## src/rtl/l2d_pkg.sv

```systemverilog
// Shared definitions for both ends of the D2L serial link.
//   rx_state_e  : receiver FSM states
//   LINE_IDLE   : level of an idle line
//   START_BIT   : level of the start bit
//   STOP_BIT    : level of the stop bit
//   even_parity : even-parity bit of a payload, zero-extended to 64 bits by the caller
package l2d_pkg;

  typedef enum logic [2:0] {
    StIdle,
    StStart,
    StData,
    StParity,
    StStop,
    StBreak
  } rx_state_e;

  localparam logic LINE_IDLE = 1'b1;
  localparam logic START_BIT = 1'b0;
  localparam logic STOP_BIT  = 1'b1;

  // Zero padding does not change the XOR, so any payload width up to 64 can share this.
  function automatic logic even_parity(input logic [63:0] data);
    return ^data;
  endfunction

endpackage

```

## src/rtl/sync_2ff.sv

```systemverilog
// Two-flop synchronizer for an asynchronous single-bit line entering the clk_i domain.
//   clk_i : destination clock
//   rst_i : asynchronous active-high reset; both flops reset to the idle line level
//   d_i   : asynchronous input
//   q_o   : synchronized output, d_i delayed by two clk_i edges
module sync_2ff
  import l2d_pkg::*;
(
  input  logic clk_i,
  input  logic rst_i,
  input  logic d_i,
  output logic q_o
);

  logic meta_q;
  logic sync_q;

  always_ff @(posedge clk_i or posedge rst_i) begin
    if (rst_i) begin
      meta_q <= LINE_IDLE;
      sync_q <= LINE_IDLE;
    end else begin
      meta_q <= d_i;
      sync_q <= meta_q;
    end
  end

  assign q_o = sync_q;

endmodule

```

## src/rtl/l2d_rx.sv

```systemverilog
// Link-to-data receiver: recovers one framed word (start, DATA_W bits MSB first, optional
// even parity, stop) from the serial line and holds it on DATA_OUT until acknowledged.
//   clk, rst  : clock and asynchronous active-high reset
//   link_rx   : serial line, idle high, asynchronous to clk
//   rd_en     : one-cycle acknowledge; clears DONE, FRM_ERR and OVERRUN
//   DATA_OUT  : last good received word
//   DONE      : word available until rd_en
//   PAR_ERR   : parity mismatch on the word in DATA_OUT
//   FRM_ERR   : sticky, stop bit sampled low
//   OVERRUN   : sticky, word committed while DONE was still high
//   BUSY      : receiver not idle
module l2d_rx
  import l2d_pkg::*;
#(
  parameter int unsigned DATA_W       = 64,
  parameter int unsigned CLKS_PER_BIT = 8,
  parameter int unsigned PARITY_EN    = 1
) (
  input  logic              clk,
  input  logic              rst,
  input  logic              link_rx,
  input  logic              rd_en,
  output logic [DATA_W-1:0] DATA_OUT,
  output logic              DONE,
  output logic              PAR_ERR,
  output logic              FRM_ERR,
  output logic              OVERRUN,
  output logic              BUSY
);

  localparam int unsigned CntW = $clog2(CLKS_PER_BIT);
  localparam int unsigned BitW = $clog2(DATA_W);
  localparam logic [CntW-1:0] HalfLast = CntW'(CLKS_PER_BIT / 2 - 1);
  localparam logic [CntW-1:0] CntLast  = CntW'(CLKS_PER_BIT - 1);
  localparam logic [BitW-1:0] BitLast  = BitW'(DATA_W - 1);

  logic rx_s;

  sync_2ff u_sync (
    .clk_i (clk),
    .rst_i (rst),
    .d_i   (link_rx),
    .q_o   (rx_s)
  );

  rx_state_e         state_q, state_d;
  logic [CntW-1:0]   clk_cnt_q, clk_cnt_d;
  logic [BitW-1:0]   bit_cnt_q, bit_cnt_d;
  logic [DATA_W-1:0] shift_q, shift_d;
  logic              par_bad_q, par_bad_d;
  logic [DATA_W-1:0] data_q, data_d;
  logic              done_q, done_d;
  logic              par_err_q, par_err_d;
  logic              frm_err_q, frm_err_d;
  logic              overrun_q, overrun_d;

  logic start_tick, bit_tick, commit, frm_fail;

  // Start bit is checked half a bit in; every later bit one full bit after the previous one.
  assign start_tick = (clk_cnt_q == HalfLast);
  assign bit_tick   = (clk_cnt_q == CntLast);

  always_ff @(posedge clk or posedge rst) begin
    if (rst) begin
      state_q <= StIdle;
    end else begin
      state_q <= state_d;
    end
  end

  always_comb begin
    state_d   = state_q;
    clk_cnt_d = clk_cnt_q + 1'b1;
    bit_cnt_d = bit_cnt_q;
    shift_d   = shift_q;
    par_bad_d = par_bad_q;
    unique case (state_q)
      StIdle: begin
        clk_cnt_d = '0;
        if (rx_s == START_BIT) state_d = StStart;
      end
      StStart: begin
        if (start_tick) begin
          clk_cnt_d = '0;
          bit_cnt_d = '0;
          state_d   = (rx_s == START_BIT) ? StData : StIdle;
        end
      end
      StData: begin
        if (bit_tick) begin
          clk_cnt_d = '0;
          shift_d   = {shift_q[DATA_W-2:0], rx_s};
          bit_cnt_d = bit_cnt_q + 1'b1;
          if (bit_cnt_q == BitLast) state_d = (PARITY_EN != 0) ? StParity : StStop;
        end
      end
      StParity: begin
        if (bit_tick) begin
          clk_cnt_d = '0;
          par_bad_d = even_parity(64'(shift_q)) ^ rx_s;
          state_d   = StStop;
        end
      end
      StStop: begin
        if (bit_tick) begin
          clk_cnt_d = '0;
          // Straight back to idle so a start bit right after the stop bit is not missed.
          state_d   = (rx_s == STOP_BIT) ? StIdle : StBreak;
        end
      end
      StBreak: begin
        clk_cnt_d = '0;
        if (rx_s == LINE_IDLE) state_d = StIdle;
      end
      default: state_d = StIdle;
    endcase
  end

  always_comb begin
    commit   = (state_q == StStop) && bit_tick && (rx_s == STOP_BIT);
    frm_fail = (state_q == StStop) && bit_tick && (rx_s != STOP_BIT);
    BUSY     = (state_q != StIdle);

    data_d    = data_q;
    par_err_d = par_err_q;
    done_d    = done_q;
    overrun_d = overrun_q;
    frm_err_d = frm_err_q;
    // A commit on the same edge as rd_en wins: the new word stays flagged as available.
    if (commit) begin
      data_d    = shift_q;
      par_err_d = par_bad_q;
      done_d    = 1'b1;
    end else if (rd_en) begin
      done_d = 1'b0;
    end
    if (commit && done_q && !rd_en) begin
      overrun_d = 1'b1;
    end else if (rd_en) begin
      overrun_d = 1'b0;
    end
    if (frm_fail) begin
      frm_err_d = 1'b1;
    end else if (rd_en) begin
      frm_err_d = 1'b0;
    end
  end

  always_ff @(posedge clk or posedge rst) begin
    if (rst) begin
      clk_cnt_q <= '0;
      bit_cnt_q <= '0;
      shift_q   <= '0;
      par_bad_q <= 1'b0;
      data_q    <= '0;
      done_q    <= 1'b0;
      par_err_q <= 1'b0;
      frm_err_q <= 1'b0;
      overrun_q <= 1'b0;
    end else begin
      clk_cnt_q <= clk_cnt_d;
      bit_cnt_q <= bit_cnt_d;
      shift_q   <= shift_d;
      par_bad_q <= par_bad_d;
      data_q    <= data_d;
      done_q    <= done_d;
      par_err_q <= par_err_d;
      frm_err_q <= frm_err_d;
      overrun_q <= overrun_d;
    end
  end

  assign DATA_OUT = data_q;
  assign DONE     = done_q;
  assign PAR_ERR  = par_err_q;
  assign FRM_ERR  = frm_err_q;
  assign OVERRUN  = overrun_q;

endmodule
```

## config.mk

```make
export PLATFORM = sky130hd
export DESIGN_NAME = l2d_rx
export DESIGN_NICKNAME = d
export VERILOG_FILES = /design/src/rtl/l2d_pkg.sv /design/src/rtl/sync_2ff.sv /design/src/rtl/l2d_rx.sv
export SDC_FILE = /design/constraint.sdc
export NUM_CORES = 1
export LEC_CHECK = 0
export ABC_AREA = 1
export CAP_MARGIN = 20
export CORE_ASPECT_RATIO = 1.1
export CORE_MARGIN = 2
export CORE_UTILIZATION = 45
export DETAILED_ROUTE_END_ITERATION = 7
export PLACE_DENSITY_LB_ADDON = 0.08
export SLEW_MARGIN = 20
export SYNTH_ARGS = -nofsm -noshare
export SYNTH_HDL_FRONTEND = slang
export SYNTH_SLANG_ARGS = --single-unit
```

## constraint.sdc

```tcl
create_clock -name clk -period 5.05 [get_ports clk]
set_input_delay 1.01 -clock clk [delete_from_list [all_inputs] [get_ports clk]]
set_output_delay 1.01 -clock clk [all_outputs]
set_load 0.1 [all_outputs]
```

==> metrics.txt, run 1 <==
largest net degree at the start of global routing 127; Residual DRC 0; register area share after synthesis 0.522; routed wire length 13700 um; adder-cell area share of the yosys netlist 0.00709; # rows 48; Compound-Gate Fraction of Synth Area 0.122; Final setup viols 0; # Post-CTS Setup Buffers 0; CTS max path bufs 2; Slew @ Worst Pin 1.03 ns; clock sinks 147; io pins 73; CTS Hold Buffers Added 0; Core Area 0.0155 sq mm; TritonCTS clock tree yes; NumNets Final 920; post-synthesis mux area share 0; Die Width 123 um; Peak supply drop 0.400 mV; Synthesized Nets 853; Yosys warnings 0; hold path startpoint u_sync.meta_q$_DFF_PP1_; ANT cells 0; Worst Hold Class flip-flop to flip-flop; Synth area leaders dfrtp_1 51%, nand2_1 18%, o21ai_0 5.6%; Post-synth EDFFs 0; port buffer count 72; Hold Path Stages 0; CP Max Fanout 7; cell taking the most area after synthesis dfrtp_1; Syn Std Cell Area 0.00706 sq mm; Setup TNS 0 ns; post-route ant nets 0; outcome complete, no violations; Yosys cell types 32; startpoint types flip-flop; Worst-path clk slew 0.06 ns; Max-cap violations 0; CP arrival 2.25 ns; static leakage 3.98 nW; achievable frequency 307 MHz; pwr/cell area between 300 and 400 mW/mm^2; Final period util 0.645; Post-Synth Simple-Gate Area 0.220; die area 0.0167 sq mm; unrepaired setup endpoints after global routing no; layout overhead on the synthesized area 19.4%; Hold Violations, Final 0; Vias per Instance just under 5; CTS Buf Count 17; CP max-delay cell clkdlybuf4s50_1; routability cong. around 0.85; first-pass GRT wire length 24000 um; Starting Density 0.455; Post-synth top cells 338 x nand2_1, 145 x dfrtp_1, 90 x inv_1; vias in the first global route 5359; Pins Over Slew Limit 0; reg-to-reg endpoint DATA_OUT[12]$_DFFE_PP0P_; post-synthesis register bit count 147; remaining global-route overflow 0; vias 5439; Yosys top cell area share 0.514; FF-to-FF Start clk_cnt_q[0]$_DFF_PP0_; Reg2Reg Setup Slack 2.61 ns; Clock Latency Late Sink a little over 0.4 ns; drt pass-1 iters 4; CP Cell Sequence nor2_2 > nand2_1 > clkdlybuf4s50_1; CP required 4.04 ns; drt wl/cell between 10 and 15 um; GRT Total Usage 0.180; Setup crit end kind output port; total power 2.70 mW; antenna violations before repair 0; post_cts resized 0; CP startpoint state_q[1]$_DFFE_PP0P_; Final HPWL DP 9400 um; Iter 0 DRT Violations 287; die height 135 um; most frequent cell after synthesis nand2_1; Mapped Avg Cell Area 8.35 sq um; relative slew slack 0.314; clk_skew 0.00605 ns; Worst Hold Endpoint u_sync.q_o$_DFF_PP1_; largest family of logic cells by synthesized area simple AND/OR/NAND/NOR gates; R2R depth 6; critical path class flip-flop to output port; Clock Root Buffer clkbuf_16; slowest stage delay, CP 1.14 ns; Synth Area in XOR/XNOR 0.0484; H-Tree Depth 4; share of layout cells above drive strength 1 0.0832; min Tclk post-route 3.26 ns; Synth Instances 845; Most used DFF post-synth dfrtp_1; share of flip-flops with an asynchronous set or reset 1.00
cells in the final DEF, fill, tap and decap left out, types with 3 or more instances in the layout:
cell             synthesis  routed
nand3_1                 17      17
nor2_1                   9       9
xnor2_1                 23      23
clkbuf_8                 0       4
clkbuf_16                0      17
o21ai_0                 79      79
inv_1                   90      89
xor2_1                  16      16
clkdlybuf4s50_1          0      72
ha_1                     4       4
clkinv_2                 0       5
dfrtp_1                145     145
nor3_2                   4       4
inv_2                    6       5
o21ai_1                 41      41
nand2_1                338     338
buf_4                    2       3
o21ai_2                 21      21
a21oi_1                  5       5
flip-flops by register name (all words and copies together), names as in the netlist:
register and cells:
state_q 3, shift_q 64, OVERRUN 1, PAR_ERR 1, u_sync.meta_q 1, u_sync.q_o 1
clk_cnt_q 3, DONE 1, par_bad_q 1, DATA_OUT 64, bit_cnt_q 6, FRM_ERR 1
layout make-up:
type | instances | area, sq um
Clock buffer | 23 | 488
Clock inverter | 9 | 78.8
Fill cell | 1487 | 7070
Inverter | 96 | 368
Multi-Input combinational cell | 574 | 2800
Sequential cell | 147 | 3680
Tap cell | 200 | 250
Timing Repair Buffer | 76 | 754
through the flow:
stage	setup WS (ns)	instance area, sq um	hold WS [ns]	cells	utilization
floorplan	0.0920	7060	0.345	845	-
global placement	2.25	7850	0.347	1093	0.507
detailed placement	2.23	7850	0.349	1093	0.507
CTS	1.77	8420	0.358	1125	0.543
global route	1.69	8420	0.367	1125	0.544
finish	1.79	8420	0.356	1125	0.544
worst max-delay path, delay by kind of cell, from the launching register on:
kind / cells / cell delay (ns)
AND/OR/NAND/NOR: 2 / 0.16
flip-flops: 1 / 0.53
buffers and inverters: 1 / 1.14
kinds of logic after synthesis:
group / after synthesis
XOR/XNOR: 39
AO/OA/AOI/OAI: 151
buffers and inverters: 124
flip-flops: 147
adder cells (fa/ha/maj): 4
AND/OR/NAND/NOR: 380
layer usage:
metal  vias up  part of all wire  GRT usage
li1       2779                 -          -
met1      2562              0.46      0.232
met2        80              0.49      0.296
met3        18             0.030     0.0366
met4         0             0.018     0.0707
met5         -                 0          0
worst max path at each step:
stage | end | slack [ns] | cells after the start
after floorplan | DATA_OUT[0]$_DFFE_PP0P_ | 0.09 | 1
after detailed placement | BUSY | 2.23 | 3
after CTS | BUSY | 1.77 | 3
after global routing | BUSY | 1.69 | 3
final | BUSY | 1.79 | 3
after global placement | BUSY | 2.25 | 3
where the power goes:
part | total, mW | leakage, nW | internal [mW] | switching [mW]
Clock | 1.19 | 0.279 | 0.726 | 0.466
Combinational | 0.265 | 1.67 | 0.0767 | 0.189
Sequential | 1.24 | 2.04 | 1.21 | 0.0331
No activity file was read; power rests on OpenSTA's default activity.
==> run 2: changes to the inputs <==
Clock period 5.05 ns to 2.69 ns, I/O delays scaled along.
==> metrics.txt, run 2 (same netlist as run 1, synthesis figures left out) <==
outcome complete, no violations; Worst Hold Class flip-flop to flip-flop; Residual DRC 0 (unchanged); CTS Hold Buffers Added 0 (unchanged); FF-to-FF Start clk_cnt_q[0]$_DFF_PP0_; ANT cells 0 (unchanged); Worst Setup Slack, final 0.686 ns (-1.10 ns); GRT Total Usage 0.177 (-0.00240); drt pass-1 iters 4 (unchanged); CP required 2.15 ns (-1.89 ns); met3 usage 0.0501 (+0.0135); vias 5426 (-0.24%); Pins Over Slew Limit 0 (unchanged); Clock Latency Late Sink 0.42 ns (about the same); met2 usage 0.292 (-0.00427); Hold Path Stages 0 (unchanged); Setup crit end kind output port; placed cell areas 0.00775 sq mm (-1.3%); commonest cells after routing, fill and taps aside 338 x nand2_1, 145 x dfrtp_1, 89 x inv_1, 79 x o21ai_0, 72 x buf_4; TritonCTS clock tree yes; die height 135 um (unchanged); met1 usage 0.218 (-0.0139); CP arrival 1.47 ns (-0.78 ns); Max-cap violations 0 (unchanged); CP Max Fanout 7 (unchanged); Hold Violations, Final 0 (unchanged); placed cell count 1096 (+0.27%); pre-CTS setup slack 0.697 ns (-1.53 ns); critical path class flip-flop to output port; Final setup viols 0 (unchanged); H-Tree Depth 4 (unchanged); Worst Hold Endpoint u_sync.q_o$_DFF_PP1_; first-pass GRT wire length 23500 um (-2.2%); min Tclk post-route approximately 2 ns; unrepaired setup endpoints after global routing no; startpoint types flip-flop; Finished Cell Area 0.00834 sq mm (-1.0%); Slew @ Worst Pin 0.579 ns (-0.447 ns); Peak supply drop 0.647 mV (+62%); Worst-path clk slew 0.06 ns (about the same); Final HPWL DP 9380 um (-0.21%); Final period util 0.745; clk_skew 0.00732 ns (+0.00126 ns); share of layout cells above drive strength 1 0.161 (+0.0773); vias in the first global route 5224 (-2.5%); layout overhead on the synthesized area 18.2%; pwr/cell area 616 mW/mm^2 (+92%); io pins 73 (unchanged); achievable frequency 499 MHz; most common cell after layout, fill and taps aside nand2_1; R2R depth 7 (+1); Hold Slack 0.359 ns (+0.00250 ns); Core Area 0.0155 sq mm (unchanged); drt wl/cell 11.9 um (-2.1%); Setup TNS 0 ns (unchanged); Final Instance Count excl. Fillers 1128 (+0.27%); relative slew slack 0.614 (+0.300); Reg2Reg Setup Slack 0.70 ns (-1.91 ns); Most Used Layer, Global Route met2; reg-to-reg endpoint DATA_OUT[32]$_DFFE_PP0P_; CTS max path bufs 2 (unchanged); post_cts resized 0 (unchanged); Die Width 123 um (unchanged); post-layout util 0.538 (-0.00557); Starting Density 0.455 (unchanged); antenna violations before repair 0 (unchanged); port buffer count 72 (unchanged); static leakage 4.16 nW (+4.5%); die area 0.0167 sq mm (unchanged); # Post-CTS Setup Buffers 0 (unchanged); post-route ant nets 0 (unchanged); Clock Root Buffer clkbuf_16; Iter 0 DRT Violations 231 (-20%); NumNets Final 923 (+0.33%); routability cong. 0.789 (-7.6%); hold path startpoint u_sync.meta_q$_DFF_PP1_; clock sinks 147 (unchanged); Vias per Instance 4.81 (-0.50%); # rows 48 (unchanged); CTS Buf Count 17 (unchanged); total power 5.13 mW (+90%); remaining global-route overflow 0 (unchanged); routed wire length 13500 um (-1.9%); largest net degree at the start of global routing 129 (+1.6%)
-- run 2: cell count changes in the layout (fill, tap and decap cells not counted), sizes merged --
cell and delta:
clkbuf +2, clkinv -2, buf +72, clkdlybuf4s50 -69
-- run 2: worst max-delay path by stage --
stage               slack, ns                       end  cells past startpoint                   start
finish                   0.69                      BUSY                      3  state_q[1]$_DFFE_PP0P_
global route             0.47  DATA_OUT[33]$_DFFE_PP0P_                      7  clk_cnt_q[0]$_DFF_PP0_
global placement         0.77  DATA_OUT[43]$_DFFE_PP0P_                      7  clk_cnt_q[0]$_DFF_PP0_
floorplan                0.31   DATA_OUT[0]$_DFFE_PP0P_                      1                     rst
detailed placement       0.70  DATA_OUT[33]$_DFFE_PP0P_                      7  clk_cnt_q[0]$_DFF_PP0_
CTS                      0.67  DATA_OUT[33]$_DFFE_PP0P_                      7  clk_cnt_q[0]$_DFF_PP0_
-- run 2: final cells by class --
cell class	count	area, sq um
fill	1441	7160
timing repair buffer	79	651
clock inverter	7	70.1
tap	200	250
clock buffer	25	515
sequential	147	3680
inverter	96	367
multi-input combinational	574	2800
-- run 2: critical path, cell delays in order (launching register included) --
cell and delay, ns:
dfrtp_1 0.55, nor2_2 0.07, nand2_1 0.12, buf_4 0.31
-- run 2: power breakdown --
group	total [mW]	internal [mW]	leakage (nW)	switching, mW
clock network	2.30	1.42	0.290	0.882
logic	0.502	0.145	1.83	0.357
registers	2.33	2.27	2.04	0.0626
-- run 2: metal layers --
metal  vias to the layer above  share of wire
met5                         -              0
met4                         0          0.023
met3                        25          0.041
met2                        96           0.48
met1                      2517           0.46
li1                       2788              -
==> patch: new RTL, config.mk and constraints of run 2 <==
`DATA_W`: 64 -> 128.
--- a/src/rtl/l2d_rx.sv
+++ b/src/rtl/l2d_rx.sv
@@ -13,5 +13,5 @@
   import l2d_pkg::*;
 #(
-  parameter int unsigned DATA_W       = 64,
+  parameter int unsigned DATA_W       = 128,
   parameter int unsigned CLKS_PER_BIT = 8,
   parameter int unsigned PARITY_EN    = 1
Ports: changed (resized DATA_OUT); port bits go from 73 to 137. No check against the original RTL was run, so the function may have changed too.
==> patch against run 2 <==
Count of clock-buffer cells in the layout rose by 15; critical path type unchanged; synthesized cell count rose by 72%; highest routed layer unchanged; cell area is 74% higher; sequential cell count rose by 129; total power increased by 86%; setup slack worse by 0.084 ns; utilization rose by 1.8 points; clock skew increased by 0.0048 ns; sequential share of layout area grew 3.4 points; routed wire length is 79% higher; area after synthesis grew 70%; via count is 68% higher; cell count grew 73%.
==> patch: results (changes against run 2) <==
Placement
  – Placer Congestion: 0.787 (-0.30%)
  – DP HPWL: 16300 µm (+74%)
  – Placed cells: 1898 (+73%)
  – Post-Place Cell Area: 13400 µm² (+73%)
  – Dpl ws: 0.778 ns (+0.0805 ns)
  – PortBufs: 136 (+89%)

Clock tree
  – H-tree depth: 1 (-3)
  – Setup Fix Bufs, Post-CTS: 0 (unchanged)
  – Worst skew pair latency: 0.55 ns (+0.13 ns)
  – CTS clk-pin slew, worst paths: 0.06 ns (about the same)
  – Clk buf depth: 3 (+1)
  – Total CTS buffers: 30 (+13)

Detailed routing
  – Routed wl met3: 1180 µm (+110%)
  – Initial DRT Pass Iterations: 5 (+1)
  – Met2 wire len: 11200 µm (+74%)
  – Routed met1 length: 11400 µm (+85%)
  – Initial DRC Count: 620 (+170%)
  – Routed WL: 24200 µm (+79%)
  – Drt via density: 4.68 (-2.8%)

Worst setup path
  – Worst endpoint data arrival time: 1.55 ns (+0.08 ns)
  – Worst r2r path cells: 6 (-1)
  – FF-to-FF setup slack: 0.75 ns (+0.05 ns)
  – Crit-path max FO: 6 (-1)
  – Reg2reg end: DATA_OUT[19]$_DFFE_PP0P_
  – Worst setup path end: BUSY

Pwr
  – Comb power: 0.559 mW (+11%)
  – Clock network fraction of design power: 49.5% (+4.6 points)
  – Static Leak: 7.13 nW (+71%)
  – Switch Pwr: 2.12 mW (+63%)
  – PwrDens: 655 nW/µm² (+6.4%)
  – Worst vdd ir: 448 µV (-31%)

Min path
  – Worst Hold Class: flop to flop

Run status
  – Outcome: finished clean

Final layout
  – Final cell count without fillers: 1954 (+73%)
  – Nets: 1588 (+72%)
  – Layout cells sized above 1: 13.9% (-2.1 points)

Logic synthesis
  – Synth cell count leaders: 619 x nand2_1, 274 x dfrtp_1, 163 x inv_1, 162 x o21ai_0, 99 x o21ai_1
  – Count of different cell masters after synthesis: 34 (+6.3%)
  – Syn_area_per_cell: 8.26 µm² (-1.1%)
  – Synth area leaders: dfrtp_1 57%, nand2_1 19%, o21ai_0 6.8%
  – Post-synthesis sequential area ratio: 57.6% (+5.5 points)

GRT
  – GR Util met2: 29.1% (-0.093 points)
  – GRT met1 Usage: 24.0% (+2.2 points)
  – Vias in the first global route: 8697 (+66%)
  – GRT Resource Usage Total: 17.5% (-0.18 points)
  – First-pass GRT wire length: 41500 µm (+77%)
  – Largest net degree at the start of global routing: 161 (+25%)

STA
  – Clk_skew: 0.0121 ns (+0.00480 ns)
  – Setup ws final: 0.602 ns (-0.0838 ns)
  – Max-slew headroom: 57.1% (-4.3 points)
  – Hold slack: 0.361 ns (+0.00234 ns)
patch: cell types whose count changed after synthesis, sizes merged, moves of 2 or more:
cell,delta
xor2,-13
nand2,+283
buf,+15
mux2,+2
nor3,-2
ha,+2
clkbuf,+13
o21ai,+119
inv,+70
o22ai,+2
xnor2,-20
nor2,+9
dfrtp,+129
patch: area by class of cell:
class / count / area (µm²)
multi-input combinational: 953 / 4140
sequential: 276 / 6910
clock buffer: 40 / 880
clock inverter: 16 / 285
fill: 2388 / 11600
timing repair buffer: 151 / 1250
tap: 352 / 440
inverter: 166 / 629
patch: logic make-up after synthesis:
logic type	synth area share [%]
buffers and inverters	7.93
muxes	0.188
adders and majority gates	0.626
AOI/OAI and AO/OA	11.6
DFF	57.6
and+or+nand+nor	21.6
xor gates and xnor gates	0.438
patch: worst max-delay path, stage by stage (launching register included):
cell and delay, ns:
dfrtp_1 0.45, nor2_2 0.20, nand2_1 0.11, buf_4 0.25
